--- config.mk ---
export PLATFORM = sky130hd
export DESIGN_NAME = ex_branch_rs
export DESIGN_NICKNAME = d
export VERILOG_FILES = /design/src/rtl/ex_branch_rs_pkg.sv /design/src/rtl/ex_branch_rs_br_resolve.sv /design/src/rtl/ex_branch_rs.sv
export SDC_FILE = /design/constraint.sdc
export NUM_CORES = 2
export LEC_CHECK = 0
export BUFFER_PORTS_ARGS = -buffer_cell sky130_fd_sc_hd__buf_4
export CAP_MARGIN = 25
export CORE_UTILIZATION = 30
export CTS_CLUSTER_DIAMETER = 150
export DETAILED_ROUTE_END_ITERATION = 7
export SKIP_LAST_GASP = 1
export SYNTH_ARGS = -nofsm -noshare
export SYNTH_HDL_FRONTEND = slang
export SYNTH_SLANG_ARGS = --single-unit
--- constraint.sdc ---
create_clock -name clk -period 20.5 [get_ports clk]
set_input_delay 2.05 -clock clk [delete_from_list [all_inputs] [get_ports clk]]
set_output_delay 2.05 -clock clk [all_outputs]
set_load 0.01 [all_outputs]
--- src/rtl/ex_branch_rs_pkg.sv ---
// ---------------------------------------------------------------------------
// ex_branch_rs_pkg
//   Shared definitions for the branch reservation station: branch opcode
//   encoding, default datapath widths, the "operand present" tag value and
//   the word/address/tag types used by the allocator interface.
// ---------------------------------------------------------------------------
package ex_branch_rs_pkg;

    localparam int XLEN_DEF  = 32;
    localparam int TAG_W_DEF = 4;

    // A source tag equal to UNLOCKED means the operand data is already valid.
    localparam int UNLOCKED = 0;

    typedef enum logic [2:0] {
        OP_BEQ  = 3'd0,
        OP_BNE  = 3'd1,
        OP_BLT  = 3'd2,
        OP_BGE  = 3'd3,
        OP_BLTU = 3'd4,
        OP_BGEU = 3'd5,
        OP_JALR = 3'd6
    } sinst_t;

    typedef logic [TAG_W_DEF-1:0] regtag_t;
    typedef logic [XLEN_DEF-1:0]  word_t;
    typedef logic [XLEN_DEF-1:0]  addr_t;

endpackage

--- src/rtl/ex_branch_rs_br_resolve.sv ---
// ---------------------------------------------------------------------------
// br_resolve
//   Combinational branch resolver.
//   Ports:
//     op      in   branch opcode (sinst_t)
//     datax   in   first source operand
//     datay   in   second source operand
//     pc      in   branch PC
//     offset  in   sign-extended immediate
//     taken   out  redirect required
//     dest    out  next PC: pc+offset if taken, pc+4 otherwise;
//                  JALR: (datax+offset) with bit 0 cleared
// ---------------------------------------------------------------------------
module br_resolve
    import ex_branch_rs_pkg::*;
#(
    parameter int XLEN = XLEN_DEF
) (
    input  sinst_t            op,
    input  logic [XLEN-1:0]   datax,
    input  logic [XLEN-1:0]   datay,
    input  logic [XLEN-1:0]   pc,
    input  logic [XLEN-1:0]   offset,
    output logic              taken,
    output logic [XLEN-1:0]   dest
);

    localparam logic [XLEN-1:0] JALR_MASK = {{(XLEN-1){1'b1}}, 1'b0};

    logic cond;

    // NOTE: every signal assigned in always_comb gets a default first so no
    // path leaves it unassigned, which would infer a latch.
    always_comb begin
        cond = 1'b0;
        case (op)
            OP_BEQ:  cond = (datax == datay);
            OP_BNE:  cond = (datax != datay);
            OP_BLT:  cond = ($signed(datax) <  $signed(datay));
            OP_BGE:  cond = ($signed(datax) >= $signed(datay));
            OP_BLTU: cond = (datax <  datay);
            OP_BGEU: cond = (datax >= datay);
            OP_JALR: cond = 1'b1;
            default: cond = 1'b0;
        endcase
    end

    always_comb begin
        taken = cond;
        if (op == OP_JALR) begin
            dest = (datax + offset) & JALR_MASK;
        end else if (cond) begin
            dest = pc + offset;
        end else begin
            dest = pc + XLEN'(4);
        end
    end

endmodule

--- src/rtl/ex_branch_rs.sv ---
// ---------------------------------------------------------------------------
// ex_branch_rs
//   In-order branch reservation station with integrated resolver. Holds up
//   to ENTRIES branches in a circular buffer, snoops the CDB for missing
//   operands and resolves the oldest entry once both operands are present,
//   producing a registered one-cycle redirect pulse toward fetch.
//   Ports:
//     clk, rst                 clock, synchronous active-high reset
//     rdy                      global stall (0 freezes everything)
//     alloc_valid/alloc_ready  push handshake from the allocator
//     alloc_pc/offset/op       branch PC, immediate, opcode
//     alloc_tagx/y, datax/y    source tags (UNLOCKED = data valid) and data
//     cdb_valid/tag/data       result broadcast
//     flush                    squash all entries
//     res_valid/taken/dest     registered resolve result
//     busy, count              occupancy
// ---------------------------------------------------------------------------
module ex_branch_rs
    import ex_branch_rs_pkg::*;
#(
    parameter  int ENTRIES = 4,
    parameter  int XLEN    = XLEN_DEF,
    parameter  int TAG_W   = TAG_W_DEF,
    localparam int PTR_W   = $clog2(ENTRIES),
    localparam int CNT_W   = $clog2(ENTRIES) + 1
) (
    input  logic              clk,
    input  logic              rst,
    input  logic              rdy,
    input  logic              alloc_valid,
    output logic              alloc_ready,
    input  logic [XLEN-1:0]   alloc_pc,
    input  logic [XLEN-1:0]   alloc_offset,
    input  sinst_t            alloc_op,
    input  logic [TAG_W-1:0]  alloc_tagx,
    input  logic [TAG_W-1:0]  alloc_tagy,
    input  logic [XLEN-1:0]   alloc_datax,
    input  logic [XLEN-1:0]   alloc_datay,
    input  logic              cdb_valid,
    input  logic [TAG_W-1:0]  cdb_tag,
    input  logic [XLEN-1:0]   cdb_data,
    input  logic              flush,
    output logic              res_valid,
    output logic              res_taken,
    output logic [XLEN-1:0]   res_dest,
    output logic              busy,
    output logic [CNT_W-1:0]  count
);

    localparam logic [TAG_W-1:0] UNLOCKED_TAG = TAG_W'(UNLOCKED);

    typedef struct packed {
        sinst_t            op;
        logic [XLEN-1:0]   pc;
        logic [XLEN-1:0]   offset;
        logic [TAG_W-1:0]  tagx;
        logic [TAG_W-1:0]  tagy;
        logic [XLEN-1:0]   datax;
        logic [XLEN-1:0]   datay;
    } entry_t;

    entry_t             ent_q [ENTRIES];
    entry_t             ent_d [ENTRIES];
    logic [ENTRIES-1:0] valid_q, valid_d;
    logic [PTR_W-1:0]   head_q, head_d;
    logic [PTR_W-1:0]   tail_q, tail_d;
    logic [CNT_W-1:0]   count_q, count_d;
    logic               res_valid_q, res_valid_d;
    logic               res_taken_q, res_taken_d;
    logic [XLEN-1:0]    res_dest_q, res_dest_d;

    entry_t             head_ent;
    logic               head_ready;
    logic               do_push;
    logic               rs_taken;
    logic [XLEN-1:0]    rs_dest;

    // A locked tag matching the current broadcast picks up the CDB value.
    function automatic logic cdb_hit(input logic [TAG_W-1:0] tag);
        return cdb_valid && (tag != UNLOCKED_TAG) && (tag == cdb_tag);
    endfunction

    // Issue decision uses state at cycle start only: no CDB bypass into issue.
    assign head_ent   = ent_q[head_q];
    assign head_ready = valid_q[head_q] && (head_ent.tagx == UNLOCKED_TAG)
                        && (head_ent.tagy == UNLOCKED_TAG);
    assign alloc_ready = (count_q != CNT_W'(ENTRIES));
    assign do_push     = alloc_valid && alloc_ready;

    br_resolve #(.XLEN(XLEN)) u_resolve (
        .op     (head_ent.op),
        .datax  (head_ent.datax),
        .datay  (head_ent.datay),
        .pc     (head_ent.pc),
        .offset (head_ent.offset),
        .taken  (rs_taken),
        .dest   (rs_dest)
    );

    always_comb begin
        ent_d       = ent_q;
        valid_d     = valid_q;
        head_d      = head_q;
        tail_d      = tail_q;
        count_d     = count_q;
        res_valid_d = res_valid_q;
        res_taken_d = res_taken_q;
        res_dest_d  = res_dest_q;

        if (rdy) begin
            if (flush) begin
                // Flush wins over push, issue and capture; res_dest holds.
                valid_d     = '0;
                head_d      = '0;
                tail_d      = '0;
                count_d     = '0;
                res_valid_d = 1'b0;
                res_taken_d = 1'b0;
            end else begin
                for (int i = 0; i < ENTRIES; i++) begin
                    if (valid_q[i] && cdb_hit(ent_q[i].tagx)) begin
                        ent_d[i].tagx  = UNLOCKED_TAG;
                        ent_d[i].datax = cdb_data;
                    end
                    if (valid_q[i] && cdb_hit(ent_q[i].tagy)) begin
                        ent_d[i].tagy  = UNLOCKED_TAG;
                        ent_d[i].datay = cdb_data;
                    end
                end

                res_valid_d = head_ready;
                res_taken_d = head_ready && rs_taken;
                if (head_ready) begin
                    valid_d[head_q] = 1'b0;
                    head_d          = head_q + PTR_W'(1);
                    res_dest_d      = rs_dest;
                end

                // The tail slot is never the issuing head here: push needs !full.
                if (do_push) begin
                    ent_d[tail_q].op     = alloc_op;
                    ent_d[tail_q].pc     = alloc_pc;
                    ent_d[tail_q].offset = alloc_offset;
                    ent_d[tail_q].tagx   = cdb_hit(alloc_tagx) ? UNLOCKED_TAG : alloc_tagx;
                    ent_d[tail_q].datax  = cdb_hit(alloc_tagx) ? cdb_data : alloc_datax;
                    ent_d[tail_q].tagy   = cdb_hit(alloc_tagy) ? UNLOCKED_TAG : alloc_tagy;
                    ent_d[tail_q].datay  = cdb_hit(alloc_tagy) ? cdb_data : alloc_datay;
                    valid_d[tail_q]      = 1'b1;
                    tail_d               = tail_q + PTR_W'(1);
                end

                if (do_push && !head_ready) begin
                    count_d = count_q + CNT_W'(1);
                end else if (!do_push && head_ready) begin
                    count_d = count_q - CNT_W'(1);
                end
            end
        end
    end

    // NOTE: sequential state is written with non-blocking assignments so all
    // flops update together from values computed before the edge.
    always_ff @(posedge clk) begin
        if (rst) begin
            valid_q     <= '0;
            head_q      <= '0;
            tail_q      <= '0;
            count_q     <= '0;
            res_valid_q <= 1'b0;
            res_taken_q <= 1'b0;
            res_dest_q  <= '0;
        end else begin
            valid_q     <= valid_d;
            head_q      <= head_d;
            tail_q      <= tail_d;
            count_q     <= count_d;
            res_valid_q <= res_valid_d;
            res_taken_q <= res_taken_d;
            res_dest_q  <= res_dest_d;
        end
    end

    // NOTE: the payload array is not reset; the valid bits alone decide
    // whether an entry's contents are meaningful.
    always_ff @(posedge clk) begin
        ent_q <= ent_d;
    end

    assign res_valid = res_valid_q;
    assign res_taken = res_taken_q;
    assign res_dest  = res_dest_q;
    assign busy      = (count_q != '0);
    assign count     = count_q;

endmodule

After elaboration in Yosys (flattened, before gate mapping)
Index checks and enable logic that the tools add are counted.

operators by class
  equality and inequality tests = 19
  magnitude comparators = 11
  bitwise operators = 6
  mux-type cells = 100
  reduce and logical (&&, ||, !) cells = 62
  add/sub/neg operators = 7

operators with widths
  kind                                           number
  bitwise mux 556 bit                            7
  demux 139 bit (select 2 bit)                   7
  two-way mux 32 bit                             29
  two-way mux 489 bit                            1
  two-way mux 139 bit                            3
  binary-select mux 139 bit (select 2 bit)       1
  two-way mux 136 bit                            1
  two-way mux 4 bit                              31
  two-way mux 104 bit                            1
  two-way mux 72 bit                             1
  two-way mux 68 bit                             1
  adder 32 bit                                   2
  greater-or-equal comparator 32 bit             2
  < comparator 32 bit                            2
  two-way mux 64 bit                             1
  == test 4 bit                                  10
  nonzero test 4 bit                             10
  logical AND 1 bit                              37
  adder 32 x 3 -> 32 bit, second input constant  1
  == test 32 bit                                 1
  != test 32 bit                                 1
  == test 3 bit, second input constant           3
  two-way mux 3 bit                              3
  zero test 4 bit                                2
  26 further kinds                               47

word-level totals
  word-level logic and storage cells = 240
  output and inout bits = 39
  bits of input ports = 181
  bits in registers = 601

Logic depth before layout (Yosys ltp)
  depth in word-level cells = 15
  mapped depth = 23
  mapped depth without buffers = 15

Cells and area by module
A second synthesis with hierarchy kept.

unflattened totals
  cell total of the unflattened synthesis = 2,657
  area, all modules = 32,115.8 um^2

by module, submodules not included
  module        cells each  times used  area each (um^2)  seq. area each (um^2)
  ex_branch_rs  1,906       1           26,884.5          17,596.9
  br_resolve    751         1           5,231.3           0.0

Worst setup path before layout
OpenSTA, ideal clock, no wires.

  path type = input -> register
  start point = in flush
  end point = reg res_dest_q[16], in the netlist res_dest[16]
  stages = 7
  arrival time = 9.685 ns
  path buffers = 2
  setup slack = 10.744 ns
  setup time = 0.071 ns
  path through = clkbuf_1 -> nand2b_1 -> clkbuf_1 -> inv_1 -> nand2_1 -> a311o_1 -> a21oi_1

on the way
  cells in the longest elaborated chain, start to end = 2

ends and longest elaborated chain
  element                        line                 source
  start: declaration             ex_branch_rs.sv:42   input logic flush,
  NOT 1 bit (no line)            --
  AND reduction 3 bit (no line)  --
  end signal: assignment         ex_branch_rs.sv:179  res_dest_q <= res_dest_d;
  end: declaration               ex_branch_rs.sv:70   logic [XLEN-1:0] res_dest_q, res_dest_d;

Every way passes these cells.
A chain may end at the register's enable or synchronous reset.

Final worst setup path
  start point = reg head_q[0]
  end point = reg res_dest_q[31], in the netlist res_dest[31]

on the way
  cells in the longest elaborated chain, start to end = 8

ends and longest elaborated chain
  element                                                                      line                                               source
  start: declaration                                                           ex_branch_rs.sv:65                                 logic [PTR_W-1:0] head_q, head_d;
  start signal: assignment                                                     ex_branch_rs.sv:166                                head_q <= '0;
  start signal: assignment                                                     ex_branch_rs.sv:174                                head_q <= head_d;
  NOT 2 -> 3 bit (not written as such)                                         ex_branch_rs.sv:84                                 assign head_ent = ent_q[head_q];
  binary-select mux 139 bit (select 2 bit)                                     ex_branch_rs.sv:84
  two-way mux 139 bit (not written as such) (2 in a row)                       ex_branch_rs.sv:84
  greater-or-equal comparator 32 bit (tied with other cells)                   ex_branch_rs_br_resolve.sv:42                      OP_BGEU: cond = (datax >= datay);
  case mux 1 bit (7 select lines) / logical AND 1 bit (equally long branches)  ex_branch_rs_br_resolve.sv:36, ex_branch_rs.sv:85
  two-way mux 32 bit / logical AND 1 bit (equally long branches)               ex_branch_rs_br_resolve.sv:52, ex_branch_rs.sv:86
  two-way mux 32 bit / AND reduction 3 bit (equally long branches)             --

Parallel ways exist; a longest one is shown, timed or not. The select of a mux whose other input is x is not followed.

==> results.toml <==
[outcome]
violations = "DRC"
status = "finished with violations"

[pwr]
p_leak_nw = 13.0
peakVddDrop_mv = 0.0549
power_density_nw_per_um2 = 77.3

[yosys]
ys.flop_type = "edfxtp_1"
ys.warnings.count = 0
yosys.area.top_type = "edfxtp_1"
synth_cells = 2741
ys_top_cells_by_area = "edfxtp_1, mux4_2, nor2_1"
syn_nets = 3027
synth.most_common_cell = "nor2_1"
avgSynthCellArea_um2 = 11.6
synth-async-reset-ratio = 0
ys_types = 70
synth_area_um2 = 31800
synth-seq-cells = 601
netlist_top_cells_count = "nor2_1, edfxtp_1, o22ai_1"
yosys.area.top_type_share = 0.525
ys_seq_area_frac = 0.553
synth-edff-count = 556

[timing]
period_share = 0.273
fin_tns_setup_ns = 0
min_period_ns = 5.60
finalWorstSetupSlack_ns = 14.90
fin_skew_ns = 0.0285
finalHoldViolCount = 0
slew_headroom = 0.244
rsz0062_at_grt = "false"
worst_slew_pin_slew_ns = 1.13
maxClockFrequency_mhz = 178
setup_viol = 0
drv_slew = 0

[clock_network]
cts_tree = "yes"
cts.sinks = 601
cts_inserted_buffers = 66
cts_resized = 0
h-tree-depth = 3
root_buffer = "clkbuf_16"
cts_buffer_depth = 3
clk_pin_slew_ns = 0.07
cts_hold_buf = 0
cts_setup_buffers = 0
clkLatencyLatePin_ns = 0.64

[final_layout]
layout-drive-gt1-share = 0.173
fillers = 10400
fin_cells = 4308
syn2layout_area_growth_pct = 15.8
nets = 3150

[floorplanning]
io_pins = 220
die_area_um2 = 107000
initial_core_util = 0.302
die_h_um = 328
core_area_um2 = 105000
fp.dieW_um = 328
rows = 119

[route]
ant_nets = 0
drc = 1
vias = 23800
routed_wirelength_mm = 105
drt-initial-drc-count = 2677
wl_per_cell_um = 24.5
viasPerCell = 5.52
drtPass1Iterations = 8

[worst_setup_path]
cp-start-kind = "flop"
path_max_fanout = 107
worst_ep_required_time_ns = 21.05
crit_type = "reg -> reg"
arrival_ns = 6.15
crit_path_end_kind = "flop"

[placed_design]
place_inst = 4185
io_buffers = 219
routabilityCongestion = 0.909
post-place-ws_ns = 14.80
dp_hpwl_mm = 72.2

[grt]
grt_pass1_wl_mm = 154
antenna_found_initial = 19
globalRouteTotalUtil = 0.192
gr-total-overflow = 0
grt_pass1_vias = 22700
grt_max_degree = 136

[hold_path]
hp-class = "reg -> reg"

[run]
drv_cap = 0
==> metrics by stage <==
step / util / area (um2) / power, W / hold WS, ns
floorplan: - / 31800 / 0.00158 / 0.470
global placement: 0.329 / 34600 / 0.00168 / 0.452
detailed placement: 0.330 / 34700 / 0.00168 / 0.451
CTS: 0.350 / 36800 / 0.00286 / 0.460
global route: 0.350 / 36800 / 0.00293 / 0.476
finish: 0.350 / 36800 / 0.00285 / 0.465
==> cell type report <==
cell class	instances	area (um2)	share of cell area
multi-input combinational	1880	13200	0.358
tap	1391	1740	0.0473
sequential	601	17600	0.478
inverter	72	278	0.00754
clock inverter	28	238	0.00646
antenna	5	12.5	0.000340
timing repair buffer	243	1900	0.0515
clock buffer	88	1860	0.0505
==> layout by cell type, fill, tap and decap left out, types with 25 or more instances in the layout <==
| cell | n |
|---|---|
| xnor2_1 | 71 |
| nand2_1 | 99 |
| ha_1 | 102 |
| clkbuf_16 | 70 |
| o22ai_1 | 257 |
| nand3_1 | 66 |
| dfxtp_1 | 43 |
| nor2_1 | 596 |
| o21ai_0 | 101 |
| mux4_2 | 124 |
| inv_1 | 71 |
| nor3_1 | 25 |
| xor2_1 | 47 |
| a21oi_1 | 121 |
| buf_4 | 239 |
| edfxtp_1 | 556 |
==> path summary, 6_finish.rpt <==
check,startpoint,end,slack [ns],depth (start not counted)
worst max register to register,head_q[0]$_SDFFE_PP0P_,res_dest[31]$_SDFFE_PP0P_,14.90,15
worst min register to register,res_dest[2]$_SDFFE_PP0P_,res_dest[2]$_SDFFE_PP0P_,0.46,2
worst max-delay path,head_q[0]$_SDFFE_PP0P_,res_dest[31]$_SDFFE_PP0P_,14.90,15
worst min-delay path,res_dest[2]$_SDFFE_PP0P_,res_dest[2]$_SDFFE_PP0P_,0.46,2
==> logic make-up after synthesis <==
kind of cell             after synthesis  synth area share
multiplexers                         150            0.0999
flip-flops                           601             0.553
AO/OA/AOI/OAI                        609             0.119
AND/OR/NAND/NOR                      898             0.119
adder cells (fa/ha/maj)              105            0.0420
buffers and inverters                260            0.0339
XOR/XNOR                             118            0.0325
==> power by group <==
part | internal [W] | leakage [nW] | switching [W]
combinational | 0.000103 | 6.52 | 0.000167
sequential | 0.00138 | 5.48 | 0.0000168
clock | 0.000677 | 1.01 | 0.000505
==> routing by layer <==
layer,up-vias,routed length [um],global-route usage
met4,30,3530,0.0730
met5,-,191,0
met3,192,9610,0.0437
met2,1102,49600,0.306
li1,10600,-,-
met1,11900,42500,0.254
==> worst max-delay path, stage by stage, from the launching register on <==
cell and delay [ns]:
dfxtp_4 0.79, buf_12 0.60, mux4_2 0.67, ha_1 0.34, nand4_1 0.21, nor4_1 0.53
nand2b_4 0.10, and3b_1 0.19, a211oi_2 0.20, nand3_1 0.11, nor3_2 0.17, buf_4 0.53
mux2i_1 0.28, xor2_1 0.16, o221ai_1 0.11, a31oi_1 0.18
Power figures use the tool's default switching activity.
